<file path="src/rtl/des_decrypt_iter.sv">
// Iterative DES decryption core. One Feistel round is evaluated per clock
// by a single shared round module. The key schedule is walked backwards by
// rotating C/D right, so that rounds 1..16 see subkeys K16..K1.
// All vectors use DES bit numbering: [1:N], with bit 1 as the MSB.

// One DES Feistel round: lo = ri, ro = li ^ f(ri, ki).
module des_f_structure (
  input  logic [1:32] li,
  input  logic [1:32] ri,
  input  logic [1:48] ki,
  output logic [1:32] lo,
  output logic [1:32] ro
);

  // Expansion E: 32 -> 48
  localparam int E_T [1:48] = '{
    32,  1,  2,  3,  4,  5,
     4,  5,  6,  7,  8,  9,
     8,  9, 10, 11, 12, 13,
    12, 13, 14, 15, 16, 17,
    16, 17, 18, 19, 20, 21,
    20, 21, 22, 23, 24, 25,
    24, 25, 26, 27, 28, 29,
    28, 29, 30, 31, 32,  1
  };

  // Permutation P applied to the S-box outputs
  localparam int P_T [1:32] = '{
    16,  7, 20, 21, 29, 12, 28, 17,
     1, 15, 23, 26,  5, 18, 31, 10,
     2,  8, 24, 14, 32, 27,  3,  9,
    19, 13, 30,  6, 22, 11,  4, 25
  };

  // S-boxes S1..S8. Each is 64 nibbles, row-major (4 rows x 16 columns);
  // the first table entry sits in the most significant nibble.
  localparam logic [1:8][255:0] SBOX = {
    256'hE4D12FB83A6C5907_0F74E2D1A6CB9538_41E8D62BFC973A50_FC8249175B3EA06D,
    256'hF18E6B34972DC05A_3D47F28EC01A69B5_0E7BA4D158C6932F_D8A13F42B67C05E9,
    256'hA09E63F51DC7B428_D709346A285ECBF1_D6498F30B12C5AE7_1AD069874FE3B52C,
    256'h7DE3069A1285BC4F_D8B56F03472C1AE9_A690CB7DF13E5284_3F06A1D8945BC72E,
    256'h2C417AB6853FD0E9_EB2C47D150FA3986_421BAD78F9C5630E_B8C71E2D6F09A453,
    256'hC1AF92680D34E75B_AF427C9561DE0B38_9EF528C3704A1DB6_432C95FABE17608D,
    256'h4B2EF08D3C975A61_D0B7491AE35C2F86_14BDC37EAF680592_6BD814A7950FE23C,
    256'hD2846FB1A93E50C7_1FD8A374C56B0E92_7B419CE206ADF358_21E74A8DFC90356B
  };

  logic [1:48] e_w;
  logic [1:48] x_w;
  logic [1:32] s_w;
  logic [1:32] p_w;

  for (genvar g = 1; g <= 48; g++) begin : g_expand
    assign e_w[g] = ri[E_T[g]];
  end

  assign x_w = e_w ^ ki;

  // Six-bit group: outer bits (1,6) pick the row, inner bits (2..5) the column.
  for (genvar g = 1; g <= 8; g++) begin : g_sbox
    logic [5:0] idx;
    assign idx = {x_w[6*g-5], x_w[6*g], x_w[6*g-4 : 6*g-1]};
    assign s_w[4*g-3 : 4*g] = 4'(SBOX[g] >> (9'd252 - {1'b0, idx, 2'b00}));
  end

  for (genvar g = 1; g <= 32; g++) begin : g_perm
    assign p_w[g] = s_w[P_T[g]];
  end

  assign lo = ri;
  assign ro = li ^ p_w;

endmodule

module des_decrypt_iter (
  input  logic        clk,
  input  logic        rst_n,
  input  logic        in_valid,
  output logic        in_ready,
  input  logic [1:64] din,
  input  logic [1:64] key,
  output logic        out_valid,
  input  logic        out_ready,
  output logic [1:64] dout,
  output logic        busy
);

  // Initial permutation
  localparam int IP_T [1:64] = '{
    58, 50, 42, 34, 26, 18, 10,  2,
    60, 52, 44, 36, 28, 20, 12,  4,
    62, 54, 46, 38, 30, 22, 14,  6,
    64, 56, 48, 40, 32, 24, 16,  8,
    57, 49, 41, 33, 25, 17,  9,  1,
    59, 51, 43, 35, 27, 19, 11,  3,
    61, 53, 45, 37, 29, 21, 13,  5,
    63, 55, 47, 39, 31, 23, 15,  7
  };

  // Final permutation (inverse of IP)
  localparam int FP_T [1:64] = '{
    40,  8, 48, 16, 56, 24, 64, 32,
    39,  7, 47, 15, 55, 23, 63, 31,
    38,  6, 46, 14, 54, 22, 62, 30,
    37,  5, 45, 13, 53, 21, 61, 29,
    36,  4, 44, 12, 52, 20, 60, 28,
    35,  3, 43, 11, 51, 19, 59, 27,
    34,  2, 42, 10, 50, 18, 58, 26,
    33,  1, 41,  9, 49, 17, 57, 25
  };

  // Permuted choice 1: drops the parity bits 8,16,...,64
  localparam int PC1_T [1:56] = '{
    57, 49, 41, 33, 25, 17,  9,
     1, 58, 50, 42, 34, 26, 18,
    10,  2, 59, 51, 43, 35, 27,
    19, 11,  3, 60, 52, 44, 36,
    63, 55, 47, 39, 31, 23, 15,
     7, 62, 54, 46, 38, 30, 22,
    14,  6, 61, 53, 45, 37, 29,
    21, 13,  5, 28, 20, 12,  4
  };

  // Permuted choice 2: 56-bit {C,D} -> 48-bit subkey
  localparam int PC2_T [1:48] = '{
    14, 17, 11, 24,  1,  5,
     3, 28, 15,  6, 21, 10,
    23, 19, 12,  4, 26,  8,
    16,  7, 27, 20, 13,  2,
    41, 52, 31, 37, 47, 55,
    30, 40, 51, 45, 33, 48,
    44, 49, 39, 56, 34, 53,
    46, 42, 50, 36, 29, 32
  };

  typedef enum logic [1:0] {
    IDLE  = 2'd0,
    ROUND = 2'd1,
    DONE  = 2'd2
  } state_t;

  state_t      state_q;
  logic [1:32] l_q;
  logic [1:32] r_q;
  logic [1:28] c_q;
  logic [1:28] d_q;
  logic [4:0]  cnt_q;
  logic [1:64] dout_q;
  logic        in_ready_q;
  logic        out_valid_q;
  logic        busy_q;

  logic [1:28] c_d;
  logic [1:28] d_d;
  logic [1:56] cd_d;
  logic [1:64] ip_w;
  logic [1:56] pc1_w;
  logic [1:48] k_w;
  logic [1:32] lo_w;
  logic [1:32] ro_w;
  logic [1:64] swap_w;
  logic [1:64] fp_w;
  logic        cnt_legal;
  logic        unused_parity;

  // Parity bits of the key play no part in the cipher.
  assign unused_parity = ^{key[8], key[16], key[24], key[32],
                           key[40], key[48], key[56], key[64]};

  for (genvar g = 1; g <= 64; g++) begin : g_ip
    assign ip_w[g] = din[IP_T[g]];
  end

  for (genvar g = 1; g <= 56; g++) begin : g_pc1
    assign pc1_w[g] = key[PC1_T[g]];
  end

  // Walk the key schedule backwards: no rotation before round 1 (C16 == C0),
  // one step where encryption shifted by one, two steps elsewhere.
  always_comb begin
    c_d = c_q;
    d_d = d_q;
    if (cnt_q == 5'd2 || cnt_q == 5'd9 || cnt_q == 5'd16) begin
      c_d = {c_q[28], c_q[1:27]};
      d_d = {d_q[28], d_q[1:27]};
    end else if (cnt_q != 5'd1) begin
      c_d = {c_q[27:28], c_q[1:26]};
      d_d = {d_q[27:28], d_q[1:26]};
    end
  end

  assign cd_d = {c_d, d_d};

  for (genvar g = 1; g <= 48; g++) begin : g_pc2
    assign k_w[g] = cd_d[PC2_T[g]];
  end

  des_f_structure u_round (
    .li (l_q),
    .ri (r_q),
    .ki (k_w),
    .lo (lo_w),
    .ro (ro_w)
  );

  // The last round's halves are swapped back before the inverse IP.
  assign swap_w = {ro_w, lo_w};

  for (genvar g = 1; g <= 64; g++) begin : g_fp
    assign fp_w[g] = swap_w[FP_T[g]];
  end

  assign cnt_legal = (cnt_q >= 5'd1) && (cnt_q <= 5'd16);

  // Control FSM with registered handshake flags, plus the round datapath.
  always_ff @(posedge clk) begin
    if (!rst_n) begin
      state_q     <= IDLE;
      l_q         <= '0;
      r_q         <= '0;
      c_q         <= '0;
      d_q         <= '0;
      cnt_q       <= '0;
      dout_q      <= '0;
      in_ready_q  <= 1'b1;
      out_valid_q <= 1'b0;
      busy_q      <= 1'b0;
    end else begin
      unique case (state_q)
        IDLE: begin
          if (in_valid && in_ready_q) begin
            {l_q, r_q}  <= ip_w;
            {c_q, d_q}  <= pc1_w;
            cnt_q       <= 5'd1;
            state_q     <= ROUND;
            in_ready_q  <= 1'b0;
            busy_q      <= 1'b1;
          end
        end
        ROUND: begin
          if (!cnt_legal) begin
            // A corrupted counter abandons the block without producing output.
            state_q    <= IDLE;
            in_ready_q <= 1'b1;
            busy_q     <= 1'b0;
          end else begin
            l_q   <= lo_w;
            r_q   <= ro_w;
            c_q   <= c_d;
            d_q   <= d_d;
            cnt_q <= cnt_q + 5'd1;
            if (cnt_q == 5'd16) begin
              dout_q      <= fp_w;
              state_q     <= DONE;
              busy_q      <= 1'b0;
              out_valid_q <= 1'b1;
            end
          end
        end
        DONE: begin
          if (out_ready) begin
            state_q     <= IDLE;
            out_valid_q <= 1'b0;
            in_ready_q  <= 1'b1;
          end
        end
        default: begin
          state_q     <= IDLE;
          in_ready_q  <= 1'b1;
          out_valid_q <= 1'b0;
          busy_q      <= 1'b0;
        end
      endcase
    end
  end

  assign in_ready  = in_ready_q;
  assign out_valid = out_valid_q;
  assign busy      = busy_q;
  assign dout      = dout_q;

endmodule

</file>
<file path="config.mk">
export PLATFORM = sky130hd
export DESIGN_NAME = des_decrypt_iter
export DESIGN_NICKNAME = d
export VERILOG_FILES = /design/src/rtl/des_decrypt_iter.sv
export SDC_FILE = /design/constraint.sdc
export NUM_CORES = 1
export LEC_CHECK = 0
export BUFFER_PORTS_ARGS = -buffer_cell sky130_fd_sc_hd__buf_2
export CAP_MARGIN = 20
export CORE_UTILIZATION = 60
export DETAILED_ROUTE_END_ITERATION = 10
export PLACE_DENSITY = 0.9
export SYNTH_ARGS = -nofsm -noshare
export SYNTH_HDL_FRONTEND = slang
export SYNTH_SLANG_ARGS = --single-unit
</file>
<file path="constraint.sdc">
create_clock -name clk -period 5.54 [get_ports clk]
set_input_delay 0.554 -clock clk [delete_from_list [all_inputs] [get_ports clk]]
set_output_delay 0.554 -clock clk [all_outputs]
set_load 0.01 [all_outputs]
</file>
Word level (Yosys, flattened, before mapping). Index checks and enable logic that the tools add are counted.

Register bits after elaboration: 194. Input port bits: 132. Word-level logic and storage cells: 97.

Add/subtract/negate cells: 9. $lt $le $gt $ge: 2. Equality and inequality tests: 13. Shift operators: 8. Muxes and demuxes: 36. Bitwise gates (word level): 4. Reduce and logical (&&, ||, !) cells: 13.

Operators with widths (number): right shift 256 x 9 -> 4 bit (first input constant) (5); right shift 255 x 9 -> 4 bit (first input constant) (2); right shift 254 x 9 -> 4 bit (first input constant) (1); 2-to-1 mux 28 bit (8); 2-to-1 mux 32 bit (4); one-hot mux 32 bit (2 select lines) (2); one-hot mux 28 bit (2 select lines) (2); subtractor 8 x 8 -> 9 bit (first input constant) (8); bitwise XOR 48 bit (1); bitwise XOR 32 bit (1); AND reduction 3 bit (5); 2-to-1 mux 5 bit (2); != test 2 bit (second input constant) (5); one-hot mux 5 bit (2 select lines) (1); 2-to-1 mux 1 bit (9); one-hot mux 1 bit (3 select lines) (3); 2-to-1 mux 2 bit (4); AND reduction 4 bit (2); != test 3 bit (second input constant) (2); one-hot mux 2 bit (3 select lines) (1); adder 5 x 1 -> 5 bit (second input constant) (1); equality test 5 x 2 -> 1 bit (second input constant) (1); equality test 5 x 4 -> 1 bit (second input constant) (1); equality test 5 bit (second input constant) (1); 10 further kinds (13).

Longest topological paths before layout.
Word-level depth: 10. Mapped depth: 20. Gate-level depth less buffers: 17.

Hierarchy. A second synthesis with hierarchy kept.

Cells, all modules: 1877. Area, all modules: 14794.2 µm².

By module, submodules not included: des_decrypt_iter (times used 1, cells each 1129, area each 9105.0 µm², sequential area each 3883.7 µm²); des_f_structure (times used 1, cells each 748, area each 5689.2 µm², sequential area each 0.0 µm²).

Worst setup path after synthesis. Ideal clock, no wire load.

Path type: flip-flop to flip-flop. From: register cnt_q[0]. To: register r_q[12] (netlist bit). Arrival time: 4063 ps. Setup slack: 1339 ps. Stages on the path, launching flop included: 19. Path buffers: 4. Period minus slack after synthesis: 4201 ps. Cells stage by stage: dfxtp_1 ha_1 nor4b_4 buf_6 buf_8 buf_8 mux2i_1 a21oi_1 a21oi_1 xor2_1 inv_1 ha_1 clkbuf_1 a211oi_1 a21oi_1 nor2_1 o41ai_1 xor2_1 o221ai_1.

Longest elaborated chain between the ends: 10. Elaborated cells on any way between the ends: 19. Those cells by class: add/sub: 1; order compare: 2; eq/ne: 5; shift: 1; mux: 4; bitwise: 2; reduce/logical: 4.

Ends and longest elaborated chain: from (decl) (line 147) `logic [4:0] cnt_q;`; from (signal assigned) (line 251) `cnt_q <= cnt_q + 5'd1;`; equality test 5 x 2 -> 1 bit / equality test 5 x 4 -> 1 bit (equally long branches) (line 183) `if (cnt_q == 5'd2 || cnt_q == 5'd9 || cnt_q == 5'd16) begin`; logical OR 1 bit (2 in series) (line 183); 2-to-1 mux 28 bit (line 183); bitwise XOR 48 bit (line 57) `assign x_w = e_w ^ ki;`; subtractor 8 x 8 -> 9 bit (line 63) `assign s_w[4*g-3 : 4*g] = 4'(SBOX[g] >> (9'd252 - {1'b0, idx, 2'b00}));`; right shift 255 x 9 -> 4 bit (line 63); bitwise XOR 32 bit (line 71) `assign ro = li ^ p_w;`; 2-to-1 mux 32 bit (line 241) `if (!cnt_legal) begin`; one-hot mux 32 bit (2 select lines) (line 229) `unique case (state_q)`; to (signal assigned) (line 232) `{l_q, r_q} <= ip_w;`; to (signal assigned) (line 248) `r_q <= ro_w;`; to (decl) (line 144) `logic [1:32] r_q;`.

Parallel ways exist; a longest one is shown, timed or not. The select of a mux whose other input is x is not followed. A chain may end at the register's enable or synchronous reset.

Final worst setup path.
From: register cnt_q[0]. To: register r_q[2] (netlist bit).

Longest elaborated chain between the ends: 10. Elaborated cells on any way between the ends: 19. Those cells by class: add/sub: 1; order compare: 2; eq/ne: 5; shift: 1; mux: 4; bitwise: 2; reduce/logical: 4.

Ends and longest elaborated chain (line): equality test 5 x 2 -> 1 bit / equality test 5 x 4 -> 1 bit (equally long branches) (183); logical OR 1 bit (2 in series) (183); 2-to-1 mux 28 bit (183); bitwise XOR 48 bit (57); subtractor 8 x 8 -> 9 bit (63); right shift 256 x 9 -> 4 bit (63); bitwise XOR 32 bit (71); 2-to-1 mux 32 bit (241); one-hot mux 32 bit (2 select lines) (229).

Parallel ways exist; a longest one is shown, timed or not. The select of a mux whose other input is x is not followed.

==> results_dict.tcl <==
set metrics [dict create \
    pwr-share-clk 0.178 \
    vias_per_cell 6.843 \
    r2r_slack_ns 0.77 \
    cellPowerDensity_nw_per_um2 462.9 \
    start_kind "flip-flop" \
    synth_warnings 0 \
    cp-endpoint "r_q[2]$_SDFFE_PN0P_" \
    routedWlPerCell_um 21.51 \
    num_vias 16109 \
    dieHeight_um 161.0 \
    layout-drive-gt1-share 0.1830 \
    cts_tree "yes" \
    final_common_cell "nand2_1" \
    crit_start "cnt_q[0]$_SDFFE_PN0P_" \
    async_flop_share 0 \
    insertion_delay_ns 0.46 \
    netlist_area_um2 15170 \
    antenna_found_initial 0 \
    synth-seq-area-share 0.2560 \
    cp-end-kind "flip-flop" \
    synth_edf_count 0 \
    cts_inserted_buffers 17 \
    port_buffers 190 \
    n_fill_cell 1986 \
    cts_hold_buffers 0 \
    ys_seq_elements 194 \
    fmax_mhz 209.7 \
    intPower_mw 3.999 \
    finalCriticalPeriod_ns 4.768 \
    finalHoldViolCount 0 \
    relSlewSlack 0.2601 \
    required_ns 5.84 \
    track_usage 0.3839 \
    power.total_mw 7.733 \
    drt_iter0_markers 2264 \
    grt_pass1_vias 14638 \
    multi_input_area_um2 10340 \
    timing.rr.start "cnt_q[0]$_SDFFE_PN0P_" \
    gp_congestion 0.9734 \
    cts.sinks 194 \
    seqCellArea_um2 3884 \
    path_class "reg2reg" \
    leakagePower_nw 6.581 \
    critPathMaxFanout 61 \
    arrival_ns 5.07 \
    worst_pin_slew_ns 1.107 \
    dieArea_um2 25920 \
    drc 0 \
    post_cts_resized 0 \
    cts.clk_slew.worst_paths_ns 0.09 \
    ios 199 \
    seq_power_share 0.233 \
    post-cts-setup-buffer-count 0 \
    slew_violations 0 \
    syn_nets 2140 \
    setup_violations 0 \
    clockBufferDepth 2 \
    synth_ff_type "dfxtp_1" \
    rsz0062_at_grt "false" \
    finClkSkew_ns 0.01853 \
    rows 57 \
    status "complete, no violations" \
    rr_endpoint "r_q[2]$_SDFFE_PN0P_" \
    cts.htree.levels 4 \
    fin_crit_sh 0.8606 \
    clockRootBuffer "clkbuf_16" \
    r2r_cells 16 \
    crit_chain "ha_1 > nor4b_4 > buf_12 > mux2i_1 > a21oi_1 > a21oi_1 > xnor2_1 > buf_4 > inv_1 > ha_1 > nand2_1 > o211ai_1 > a211oi_1 > nor3_1 > xnor2_1 > o221ai_1" \
    syn_to_final_growth_pct 10.10 \
    dr.pass1.iters 6 \
    syn_avg_cell_area_um2 7.812 \
    power_frac_comb 0.589 \
    whs_path_depth 3 \
    antenna_left 0 \
    nNetsFinal 2212 \
    grt_pass1_wl_mm 79.21 \
    min_from "din[19]" \
    initial_utilization 0.6184 \
    slowest_stage "nor3_1" \
    synth.distinct_cells 93 \
    grt_start_max_net_pins 94 \
    netSwitchingFraction 0.4829 \
    drt_wl_total_mm 50.64 \
    synthCells 1942 \
    fin_setup_tns_ns 0 \
    most-common-layout-cells "nand2_1 (241), dfxtp_1 (194), buf_2 (190)" \
    irDropWorstVdd_v 0.0002391 \
    min_path_type "in2reg" \
    post-dp-hpwl_mm 35.17 \
    die_w_um 161.0 \
    slowest_delay_ns 0.62 \
    max_cap_violations 0 \
    core_area_um2 24530 \
    globalRoute.totalOverflow 0 \
    netSwitchingPower_mw 3.734 \
]
-- power groups by stage --
| stage | sequential (mW) | clock [mW] | combinational (mW) |
|---|---|---|---|
| after floorplan | 1.68 | 0 | 3.48 |
| after global placement | 1.80 | 0 | 4.24 |
| after detailed placement | 1.81 | 0 | 4.38 |
| after CTS | 1.78 | 1.36 | 4.41 |
| after global routing | 1.81 | 1.42 | 4.90 |
| final | 1.80 | 1.38 | 4.55 |
-- worst max-delay path, delay by kind of cell, from the launching register on --
kind / cells / cell delay, ns
compound gates: 5 / 0.94
mux: 1 / 0.24
simple gates: 3 / 1.06
flops: 1 / 0.49
xor+xnor: 2 / 0.42
buf+inv: 3 / 0.71
fa+ha+maj: 2 / 0.74
-- stage by stage --
step	instance area [µm²]	setup WS (ns)	hold WS, ns	util	std cells
after floorplan	15170	1.339	0.4449	-	1942
after global placement	16030	1.201	0.4436	0.6535	2317
after detailed placement	16030	1.064	0.4450	0.6535	2317
after CTS	16680	0.9953	0.3501	0.6799	2349
after global routing	16700	0.5377	0.3754	0.6805	2351
final	16700	0.7721	0.3555	0.6808	2354
-- layer usage --
metal,share of wire,global-route usage
met1,0.38,0.4909
met3,0.11,0.07139
met2,0.45,0.5999
met4,0.067,0.2371
met5,0,0
-- state kept, by name, summed over array words and instances (netlist names) --
name       count
in_ready       1
l_q           32
cnt_q          5
c_q           28
out_valid      1
dout          64
state_q        2
d_q           28
busy           1
r_q           32
-- cell type report --
class,instances,share of cell area
Tap cell,324,0.02427
Timing Repair Buffer,227,0.07506
Clock buffer,17,0.02547
Multi-Input combinational cell,1530,0.6189
Inverter,44,0.01004
Clock inverter,15,0.01333
Sequential cell,194,0.2325
Antenna cell,3,0.0004494
-- worst min path at each step --
stage	to
final	r_q[14]$_SDFFE_PN0P_
after global routing	l_q[2]$_SDFFE_PN0P_
after CTS	l_q[2]$_SDFFE_PN0P_
after detailed placement	dout[9]$_SDFFE_PN0P_
after global placement	out_valid$_SDFFE_PN0P_
after floorplan	c_q[25]$_SDFFE_PN0P_
-- cell usage after synthesis (all sizes together) (8+ instances only) --
library cell,number,area [µm²]
a211oi,57,432.9
a21oi,167,907.1
a221oi,19,191.4
a311oi,36,315.3
a31oi,15,93.84
and2,9,56.30
and3,8,50.05
buf,63,400.4
clkbuf,111,417.9
dfxtp,194,3884
ha,66,825.8
inv,44,165.2
mux2,9,101.4
mux2i,69,690.7
mux4,27,608.1
nand2,243,917.1
nand3,99,495.5
nand4,19,118.9
nor2,170,640.6
nor2b,14,87.58
nor3,90,450.4
o211ai,53,397.9
o21a,10,76.32
o21ai,108,551.8
o221ai,18,157.7
o22ai,10,68.81
or3,13,86.33
xnor2,69,795.8
xor2,39,386.6
-- logic make-up (layout without fill, tap and decap cells) --
family | count (synthesis) | after routing | synth area share
XOR/XNOR | 108 | 108 | 0.07794
adder cells (fa/ha/maj) | 67 | 67 | 0.05509
buffers and inverters | 218 | 303 | 0.06483
other | 0 | 3 | 0
AND/OR/NAND/NOR | 691 | 691 | 0.2044
multiplexers | 105 | 105 | 0.09229
AO/OA/AOI/OAI | 559 | 559 | 0.2495
flip-flops | 194 | 194 | 0.2560
No activity file was read; power rests on OpenSTA's default activity.
